File: src/rtl/btn_events.sv
// btn_events
//   Debounces up to eight active-high push buttons. Each debounced edge
//   becomes a press or release event on a valid/ready output port.
//   Optional feature: define BTN_REPEAT_EN to compile in auto-repeat.
//   While a button stays pressed, auto-repeat emits an extra press
//   every 2^rbits cycles.
//
// Parameters
//   btns  : number of buttons (1..8)
//   bits  : debounce counter width; a change must persist 2^bits cycles
//   rbits : auto-repeat interval exponent (BTN_REPEAT_EN builds only)
//
// Ports
//   clk        : main clock
//   reset      : asynchronous, active-high, clears everything
//   btn        : raw button pins, asynchronous to clk
//   btn_stable : debounced button levels
//   evt_valid  : an event is presented
//   evt_ready  : consumer accepts the presented event
//   evt_idx    : button index of the presented event
//   evt_press  : 1 = press (or repeat), 0 = release
//   evt_ovf    : sticky, set when an event was lost
module btn_events #(
  parameter int btns  = 7,
  parameter int bits  = 19,
  parameter int rbits = 23
) (
  input  logic            clk,
  input  logic            reset,
  input  logic [btns-1:0] btn,
  output logic [btns-1:0] btn_stable,
  output logic            evt_valid,
  input  logic            evt_ready,
  output logic [2:0]      evt_idx,
  output logic            evt_press,
  output logic            evt_ovf
);

  localparam logic [bits-1:0] CNT_MAX = '1;

  if (btns < 1 || btns > 8 || bits < 1 || rbits < 1) begin : g_bad_params
    $error("btn_events: illegal parameter combination");
  end

  logic [btns-1:0] sync_meta;
  logic [btns-1:0] sync_out;
  logic [btns-1:0] sync_q;
  logic [bits-1:0] cnt [btns];
  logic [btns-1:0] toggle;
  logic [btns-1:0] rwrap;
  logic [btns-1:0] press_set;
  logic [btns-1:0] rel_set;
  logic [btns-1:0] press_pend;
  logic [btns-1:0] rel_pend;
  logic [btns-1:0] press_take;
  logic [btns-1:0] rel_take;
  logic            sel_found;
  logic [2:0]      sel_idx;
  logic            sel_press;
  logic            load;
  logic            ovf_set;

  // Two-flop synchronizer, then one retiming stage. The debounce compare
  // uses the retimed copy, so the delay from the pin to btn_stable is
  // 2^bits+2 cycles.
  always_ff @(posedge clk or posedge reset) begin
    if (reset) begin
      sync_meta <= '0;
      sync_out  <= '0;
      sync_q    <= '0;
    end else begin
      sync_meta <= btn;
      sync_out  <= sync_meta;
      sync_q    <= sync_out;
    end
  end

  // A button flips when its counter is at terminal count and the input still differs.
  always_comb begin
    toggle = '0;
    for (int i = 0; i < btns; i++) begin
      toggle[i] = (sync_q[i] != btn_stable[i]) && (cnt[i] == CNT_MAX);
    end
  end

  // Each counter runs only while its input disagrees with the debounced
  // level. Any agreement, such as a glitch ending, restarts the count.
  always_ff @(posedge clk or posedge reset) begin
    if (reset) begin
      btn_stable <= '0;
      for (int i = 0; i < btns; i++) cnt[i] <= '0;
    end else begin
      btn_stable <= btn_stable ^ toggle;
      for (int i = 0; i < btns; i++) begin
        if (sync_q[i] != btn_stable[i] && !toggle[i]) cnt[i] <= cnt[i] + 1'b1;
        else cnt[i] <= '0;
      end
    end
  end

`ifdef BTN_REPEAT_EN
  logic [rbits-1:0] rtimer [btns];

  // The repeat timer runs free while a button is held. Each wrap to 0 behaves like a fresh press.
  always_comb begin
    rwrap = '0;
    for (int i = 0; i < btns; i++) begin
      rwrap[i] = btn_stable[i] && (rtimer[i] == '1);
    end
  end

  always_ff @(posedge clk or posedge reset) begin
    if (reset) begin
      for (int i = 0; i < btns; i++) rtimer[i] <= '0;
    end else begin
      for (int i = 0; i < btns; i++) begin
        if (btn_stable[i]) rtimer[i] <= rtimer[i] + 1'b1;
        else rtimer[i] <= '0;
      end
    end
  end
`else
  assign rwrap = '0;
`endif

  assign press_set = (toggle & ~btn_stable) | rwrap;
  assign rel_set   = toggle & btn_stable;

  // The loop scans from the highest index down, so the last hit is the winner.
  // The winner is the lowest index, and press beats release on the same index.
  always_comb begin
    sel_found = 1'b0;
    sel_idx   = '0;
    sel_press = 1'b0;
    for (int i = btns - 1; i >= 0; i--) begin
      if (rel_pend[i]) begin
        sel_found = 1'b1;
        sel_idx   = 3'(i);
        sel_press = 1'b0;
      end
      if (press_pend[i]) begin
        sel_found = 1'b1;
        sel_idx   = 3'(i);
        sel_press = 1'b1;
      end
    end
  end

  assign load = sel_found && (!evt_valid || evt_ready);

  // One-hot mask of the pending bit that moves into the output register this cycle.
  always_comb begin
    press_take = '0;
    rel_take   = '0;
    for (int i = 0; i < btns; i++) begin
      if (load && sel_idx == 3'(i)) begin
        press_take[i] = sel_press;
        rel_take[i]   = !sel_press;
      end
    end
  end

  // An event is lost only when a bit that is already pending is set
  // again without being delivered.
  assign ovf_set = |((press_set & press_pend & ~press_take) |
                     (rel_set & rel_pend & ~rel_take));

  // Pending bits and output register. A new set wins over a
  // same-cycle delivery, so that event is kept, not lost.
  always_ff @(posedge clk or posedge reset) begin
    if (reset) begin
      press_pend <= '0;
      rel_pend   <= '0;
      evt_valid  <= 1'b0;
      evt_idx    <= '0;
      evt_press  <= 1'b0;
      evt_ovf    <= 1'b0;
    end else begin
      press_pend <= (press_pend & ~press_take) | press_set;
      rel_pend   <= (rel_pend & ~rel_take) | rel_set;
      evt_ovf    <= evt_ovf | ovf_set;
      if (load) begin
        evt_valid <= 1'b1;
        evt_idx   <= sel_idx;
        evt_press <= sel_press;
      end else if (evt_ready) begin
        evt_valid <= 1'b0;
      end
    end
  end

endmodule

File: config.mk
export PLATFORM = sky130hd
export DESIGN_NAME = btn_events
export DESIGN_NICKNAME = d
export VERILOG_FILES = /design/src/rtl/btn_events.sv
export SDC_FILE = /design/constraint.sdc
export NUM_CORES = 1
export LEC_CHECK = 0
export ABC_AREA = 1
export BUFFER_PORTS_ARGS = -buffer_cell sky130_fd_sc_hd__buf_2
export CAP_MARGIN = 10
export CORE_ASPECT_RATIO = 0.75
export CORE_MARGIN = 1.5
export CORE_UTILIZATION = 62
export CTS_CLUSTER_DIAMETER = 60
export DETAILED_ROUTE_END_ITERATION = 8
export HOLD_SLACK_MARGIN = 0.03
export PLACE_DENSITY_LB_ADDON = 0.15
export SYNTH_ARGS = -nofsm -noshare
export SYNTH_HDL_FRONTEND = slang
export SYNTH_SLANG_ARGS = --single-unit
File: constraint.sdc
create_clock -name clk -period 7.4 [get_ports clk]
set_input_delay 1.85 -clock clk [delete_from_list [all_inputs] [get_ports clk]]
set_output_delay 1.85 -clock clk [all_outputs]
set_load 0.05 [all_outputs]
# Word level (Yosys, flattened, before mapping)
# Cells that the tools add are included.
# totals
regBits,181
inputBits,10
word_cells,159
# classes
addsub,7
eq_ne,20
n_mux,64
bitwise,16
reduce_logical,35
# ops
operator,count
$add 19x1->19 const B,7
$eq 19x19->1 const B,7
$mux 19,7
$and 7x7->7,8
$mux 1,43
$mux 3,14
$logic_and 1x1->1,22
$not 7->7,3
$or 7x7->7,3
$eq 3x3->1 const B,3
$logic_not 1->1,9
$ne 1x1->1,7
$reduce_or 7->1,1
$xor 7x7->7,1
$eq 3x2->1 const B,2
$eq 3x1->1 const B,1
$logic_not 3->1,1
$reduce_bool 2->1,1
$logic_or 1x1->1,1
$or 1x1->1,1

# Longest topological paths before layout
# Gate-level depths: netlist (run 1).
# logic_depth
depth_word,22
mapped_depth,20

# Least setup slack after synthesis (run 1)
# Ideal clock, no wire load.
# synth_timing
path_kind,in2reg
startpoint,input evt_ready
endpoint,register evt_ovf
setup_time_ps,121
arrival_ps,2794
required_time_ps,7279
slack_ps,4485
cell_stages,11
n_path_buf,0
path_cell_list,nor2_1 -> a21oi_1 -> inv_2 -> nor3_2 -> nand3_1 -> nand3_1 -> nand2_1 -> inv_1 -> nand2_1 -> nor2_1 -> nand2_1
# synth_between
elab_chain_cells,9
# synth_lines
element,line,text
"start, declared",33,"input logic evt_ready,"
$logic_or 1x1->1 (*),149,assign load = sel_found && (!evt_valid || evt_ready);
$logic_and 1x1->1 (*),149,
$logic_and 1x1->1,156,if (load && sel_idx == 3'(i)) begin
$mux 1,156,
$not 7->7 (on tied branches),"165, 166",
$and 7x7->7 (on tied branches),"165, 166",
$or 7x7->7 (*),165,assign ovf_set = |((press_set & press_pend & ~press_take) |
$reduce_or 7->1 (*),165,
$or 1x1->1 (*),181,evt_ovf <= evt_ovf | ovf_set;
"end signal, assigned",181,
"end, declared",36,output logic evt_ovf
# Every way passes the cells marked *; elsewhere a longest branch is shown, timed or not.
# A chain may end at the register's enable or synchronous reset.

==> results of run 1 <==
## area by class of cell
class,count,share of cell area
timing repair buffer,24,0.0131
inverter,127,0.0504
sequential,181,0.474
clock inverter,12,0.0158
clock buffer,20,0.0478
tap,175,0.0229
multi-input combinational,676,0.376
## worst paths after layout
kind	endpoint	from
hold reg to reg	sync_q[3]	sync_out[3]
setup reg to reg	cnt[17]	cnt[0]
min in group asynchronous	cnt[104]	reset
max in group asynchronous	cnt[89]	reset
hold / removal	sync_q[3]	sync_out[3]
setup / recovery	btn_stable[6]	register
## cell families after synthesis
| logic type | after synthesis | synth area share |
|---|---|---|
| AND/OR/NAND/NOR | 552 | 0.312 |
| flip-flops | 181 | 0.523 |
| XOR/XNOR | 42 | 0.0424 |
| AO/OA/AOI/OAI | 75 | 0.0510 |
| buffers and inverters | 134 | 0.0621 |
| adder cells (fa/ha/maj) | 7 | 0.0101 |
## report_power, final
part / internal (mW) / switching [mW]
clock: 0.549 / 0.377
combinational: 0.107 / 0.291
sequential: 1.04 / 0.0400
## cells in the final DEF, fill, tap and decap left out, drive strengths merged, types with 2 or more instances in the layout
master and n:
clkinv 8, nor3 52, a221oi 2, nor2 200, xor2 22, and3 6
o21a 2, buf 24, nor4 9, nand4 31, a21oi 32, ha 7
nand3 49, dfrtp 181, clkbuf 20, nor3b 20, a211oi 4, inv 126
o21ai 23, nand3b 4, xnor2 20, clkinvlp 2, nand2 176, bufinv 3
or2 4, a31oi 8
## flip-flops by register name (all words and copies together) (netlist names), named ones only
signal      count
rel_pend        7
sync_out        7
sync_meta       7
cnt           133
evt_press       1
evt_valid       1
evt_ovf         1
press_pend      7
evt_idx         3
sync_q          7
## routing by layer
layer	wire length [um]	track usage	part of all wire	vias to the layer above
met1	7930	0.331	0.51	2956
li1	-	-	-	3285
met3	586	0.0545	0.038	17
met5	0	0	0	-
met4	172	0.0669	0.011	0
met2	6890	0.353	0.44	77
## per-stage QoR
step	cells	setup slack (ns)	total power, mW
2_1_floorplan	991	0.635	1.40
3_3_place_gp	1183	4.13	1.50
3_5_place_dp	1183	4.13	1.50
4_1_cts	1215	4.40	2.42
5_1_grt	1215	4.37	2.52
6_report	1215	4.41	2.41
==> results.tsv, run 1 <==
metric	value	unit
syn_area_per_cell	8.74	um^2
post-route-period-util	0.404	
vias	6335	
peakVddDrop	0.184	mV
setup_viol	0	
numPortBuffers	22	
slew_violations	0	
cts_resized	0	
cp_num_buf_inv	1	
synth_top_cell_area_share	0.523	
yosysTopAreaCell	dfrtp_1	
die_area	14700	um^2
dpl_cell_area	8950	um^2
finalHoldViolCount	0	
nets	1044	
crit_type	register to output port	
rrSetupSlack	5.09	ns
tightest_slew	0.781	ns
hold_buffers	0	
post_drt_wl_per_cell	12.8	um
cts-root-buf	clkbuf_16	
synth.net_count	1008	
initialDrtViolationCount	338	
ys.flop_type	dfrtp_1	
setup_tns	0	ns
clk_path_buf_depth	2	
yosysMostFrequentCell	dfrtp_1	
cp-end-kind	output port	
core.rowCount	37	
drtAntennaViolNets	0	
ys_async_sr_fraction	1.00	
hpwl	10600	um
relSlewSlack	0.479	
post_cts_buffers	0	
clock-sinks	181	
seq_area_frac_synth	0.523	
grt_antenna_before_repair	0	
yosys-top-cells-area	dfrtp_1, nor2_1, nand2_1	
slowest_stage	dfrtp_1	
place.gp.congestion	0.859	
syn_to_final_growth	10.3	%
worstHoldPathType	register to register	
path_depth	1	
synth_edf_count	0	
finalClockSkew	0.00994	ns
worstHoldPathCells	0	
grt.total_usage	0.231	
seqCellArea	4530	um^2
overflow	0	
fp.dieW	140	um
synth_area	8670	um^2
viasPerCell	5.21	
power_density	252	nW/um^2
htree_levels	4	
grt_max_degree	80	
wirelength	15600	um
grt_pass1_wl	27300	um
crit_arrival	1.14	ns
grt_setup_unrepaired	false	
cts_tree	built	
synth_warnings	0	
final_area	9560	um^2
max_stage_delay	0.41	ns
drive_above_1_share	0.125	
synth.distinct_cells	44	
violations	design-rule violations	
fin_crit	2.99	ns
crit_fanout	4	
cts-buffers-inserted	17	
core_area	13700	um^2
clk_latency	0.43	ns
ys_ff_latch	181	
grt_pass1_vias	6064	
max_freq	335	MHz
drc_errors	1	
start_util	0.632	
io_pins	23	
r2r_cells	11	
drt_pre_antenna_iters	7	
die_h	105	um
fillers	1049	
whs	0.349	ns
maxCapViolCount	0	
p_leak	4.36	nW
synthCells	991	
multi_input_area	3600	um^2
fin_util	0.698	
critPathTopFamily	flip-flops	
diodes	0	
path_clk_slew	0.06	ns
ys_top_cells_by_count	dfrtp_1, nor2_1, nand2_1	
crit_required	5.55	ns
outcome	complete, but fails checks	
start_kind	register	
crit_path_cell_trace	buf_2	
Note: power is estimated with default switching activity, not from simulation.
==> run 2, diff against run 1 <==
--- a/config.mk
+++ b/config.mk
@@ -5,7 +5,7 @@
 export SDC_FILE = /design/constraint.sdc
 export NUM_CORES = 1
 export LEC_CHECK = 0
-export ABC_AREA = 1
+export ABC_AREA = 0
 export BUFFER_PORTS_ARGS = -buffer_cell sky130_fd_sc_hd__buf_2
 export CAP_MARGIN = 10
 export CORE_ASPECT_RATIO = 0.75
==> constraint.sdc (replaced) <==
create_clock -name clk -period 3.1 [get_ports clk]
set_input_delay 0.775 -clock clk [delete_from_list [all_inputs] [get_ports clk]]
set_output_delay 0.775 -clock clk [all_outputs]
set_load 0.05 [all_outputs]
==> results.tsv, run 2 <==
metric	value	unit	change
finalWorstSetupSlack	0.705	ns	-3.71 ns
grt_max_degree	62		-23%
cp-end-kind	register		
rrSetupSlack	0.71	ns	-4.38 ns
crit_arrival	2.68	ns	+1.54 ns
clock-sinks	181		unchanged
initialDrtViolationCount	296		-12%
layout.cells.non_filler	1002		-18%
crit_required	3.39	ns	-2.16 ns
drt_pre_antenna_iters	5		-2
power_density	620	nW/um^2	+150%
ys_top_cells_by_count	dfrtp_1, nor2_1, xor2_1		
vias	5602		-12%
final_area	9100	um^2	-4.8%
final_common_cell	dfrtp_1		
setup_viol	0		unchanged
tightest_slew	0.742	ns	-0.0384 ns
diodes	0		unchanged
core_area	12900	um^2	-6.0%
grt_pass1_wl	25700	um	-6.1%
yosysTopAreaCell	dfrtp_1		
maxCapViolCount	0		unchanged
hold_buffers	0		unchanged
grt.total_usage	0.238		+0.00763
drive_above_1_share	0.0951		-0.0299
synth_area	8130	um^2	-6.2%
synth.distinct_cells	60		+36%
crit_fanout	16		+12
ys_ff_latch	181		unchanged
overflow	0		unchanged
synthCells	783		-21%
largest_reg_flops	133		unchanged
cts-root-buf	clkbuf_16		
grt_setup_unrepaired	false		
numPortBuffers	22		unchanged
synth_warnings	0		unchanged
io_pins	23		unchanged
synth_top_cell_area_share	0.557		+0.0343
top_register	cnt		
fin_crit	2.39	ns	
wirelength	15000	um	-3.6%
post_cts_buffers	0		unchanged
start_util	0.631		-0.00118
final_cell_mix	dfrtp_1, nor2_1, xor2_1		
pre_cts_slack	0.634	ns	-3.50 ns
hpwl	10300	um	-2.7%
fp.dieW	135	um	-3.1%
worstHoldPathType	register to register		
post-route-period-util	0.773		
cts_resized	0		unchanged
dpl_cell_area	8470	um^2	-5.4%
fillers	962		-8.3%
ys.flop_type	dfrtp_1		
grt_pass1_vias	5587		-7.9%
setup_tns	0	ns	unchanged
seq_area_frac_synth	0.557		+0.0343
dp.cells	970		-18%
cts-buffers-inserted	17		unchanged
core.rowCount	36		-2.7%
slowest_stage	nand2_1		
ys_async_sr_fraction	1.00		unchanged
path_common_cell	nand2_1		
synth.net_count	800		-21%
clk_latency	0.43	ns	about the same
start_kind	register		
yosysMostFrequentCell	dfrtp_1		
syn_to_final_growth	11.9	%	
max_stage_delay	0.46	ns	+0.05 ns
viasPerCell	5.59		+7.2%
slew_violations	0		unchanged
place.gp.congestion	0.849		-1.2%
p_leak	4.08	nW	-6.5%
finalClockSkew	0.00927	ns	-0.000673 ns
grt_antenna_before_repair	0		unchanged
drc_errors	0		-1
crit_type	register to register		
crit_path_cell_trace	ha_1 -> nand4_1 -> nor4_2 -> and3_1 -> nand2_1 -> nand2_1 -> nor2_1		
peakVddDrop	0.476	mV	+160%
htree_levels	4		unchanged
max_freq	418	MHz	
cts_tree	built		
post_drt_wl_per_cell	15.0	um	+17%
clk_path_buf_depth	2		unchanged
finalHoldViolCount	0		unchanged
path_clk_slew	0.07	ns	about the same
nets	835		-20%
syn_area_per_cell	10.4	um^2	+19%
drtAntennaViolNets	0		unchanged
outcome	completed		
die_h	102	um	-3.0%
yosys-top-cells-area	dfrtp_1, xor2_1, nor2_1		
synth_edf_count	0		unchanged
die_area	13800	um^2	-6.0%
relSlewSlack	0.505		+0.0256
run 2: worst max-delay path, delay by kind of cell (launching register included):
family                     cells  cell delay, ns
DFF                            1            0.40
adders and majority gates      1            0.24
and+or+nand+nor                6            1.62
run 2: path summary, 6_finish.rpt:
kind	to	startpoint	depth (start not counted)
worst max-delay path	cnt[80]	cnt[76]	7
worst min-delay path	sync_q[2]	sync_out[2]	0
worst max register to register	cnt[80]	cnt[76]	7
worst min register to register	sync_q[2]	sync_out[2]	0
max in group asynchronous	cnt[92]	reset	3
min in group asynchronous	cnt[34]	reset	2
run 2: power breakdown:
part	internal [mW]	leakage, nW	switching [mW]
clock network	1.38	0.307	0.917
logic	0.261	1.33	0.530
registers	2.46	2.44	0.0924
run 2: cells by family after synthesis:
kind of cell               count (synthesis)  synth area share
AOI/OAI and AO/OA                         56            0.0480
adders and majority gates                  7            0.0108
muxes                                      8            0.0111
and+or+nand+nor                          383             0.230
xor gates and xnor gates                 119             0.128
buffers and inverters                     29            0.0152
DFF                                      181             0.557
run 2: cell type report:
type / instances / area [um^2] / area share
timing repair buffer: 27 / 173 / 0.0190
tap: 171 / 214 / 0.0235
multi-input combinational: 573 / 3480 / 0.382
inverter: 18 / 71.3 / 0.00784
clock inverter: 14 / 198 / 0.0217
clock buffer: 18 / 439 / 0.0482
sequential: 181 / 4530 / 0.498
run 2: per-stage QoR:
step | hold slack (ns) | utilization | power [mW]
after detailed placement | 0.335 | 0.657 | 3.39
after CTS | 0.346 | 0.707 | 5.68
after global routing | 0.355 | 0.707 | 5.90
final | 0.348 | 0.707 | 5.64
after global placement | 0.332 | 0.657 | 3.38
after floorplan | 0.331 | - | 3.19
run 2: layer usage:
metal	vias to the layer above	GRT usage	wire length, um
met2	90	0.387	7210
met4	0	0.0893	204
li1	2734	-	-
met1	2759	0.318	7040
met5	-	0	0
met3	19	0.0556	563
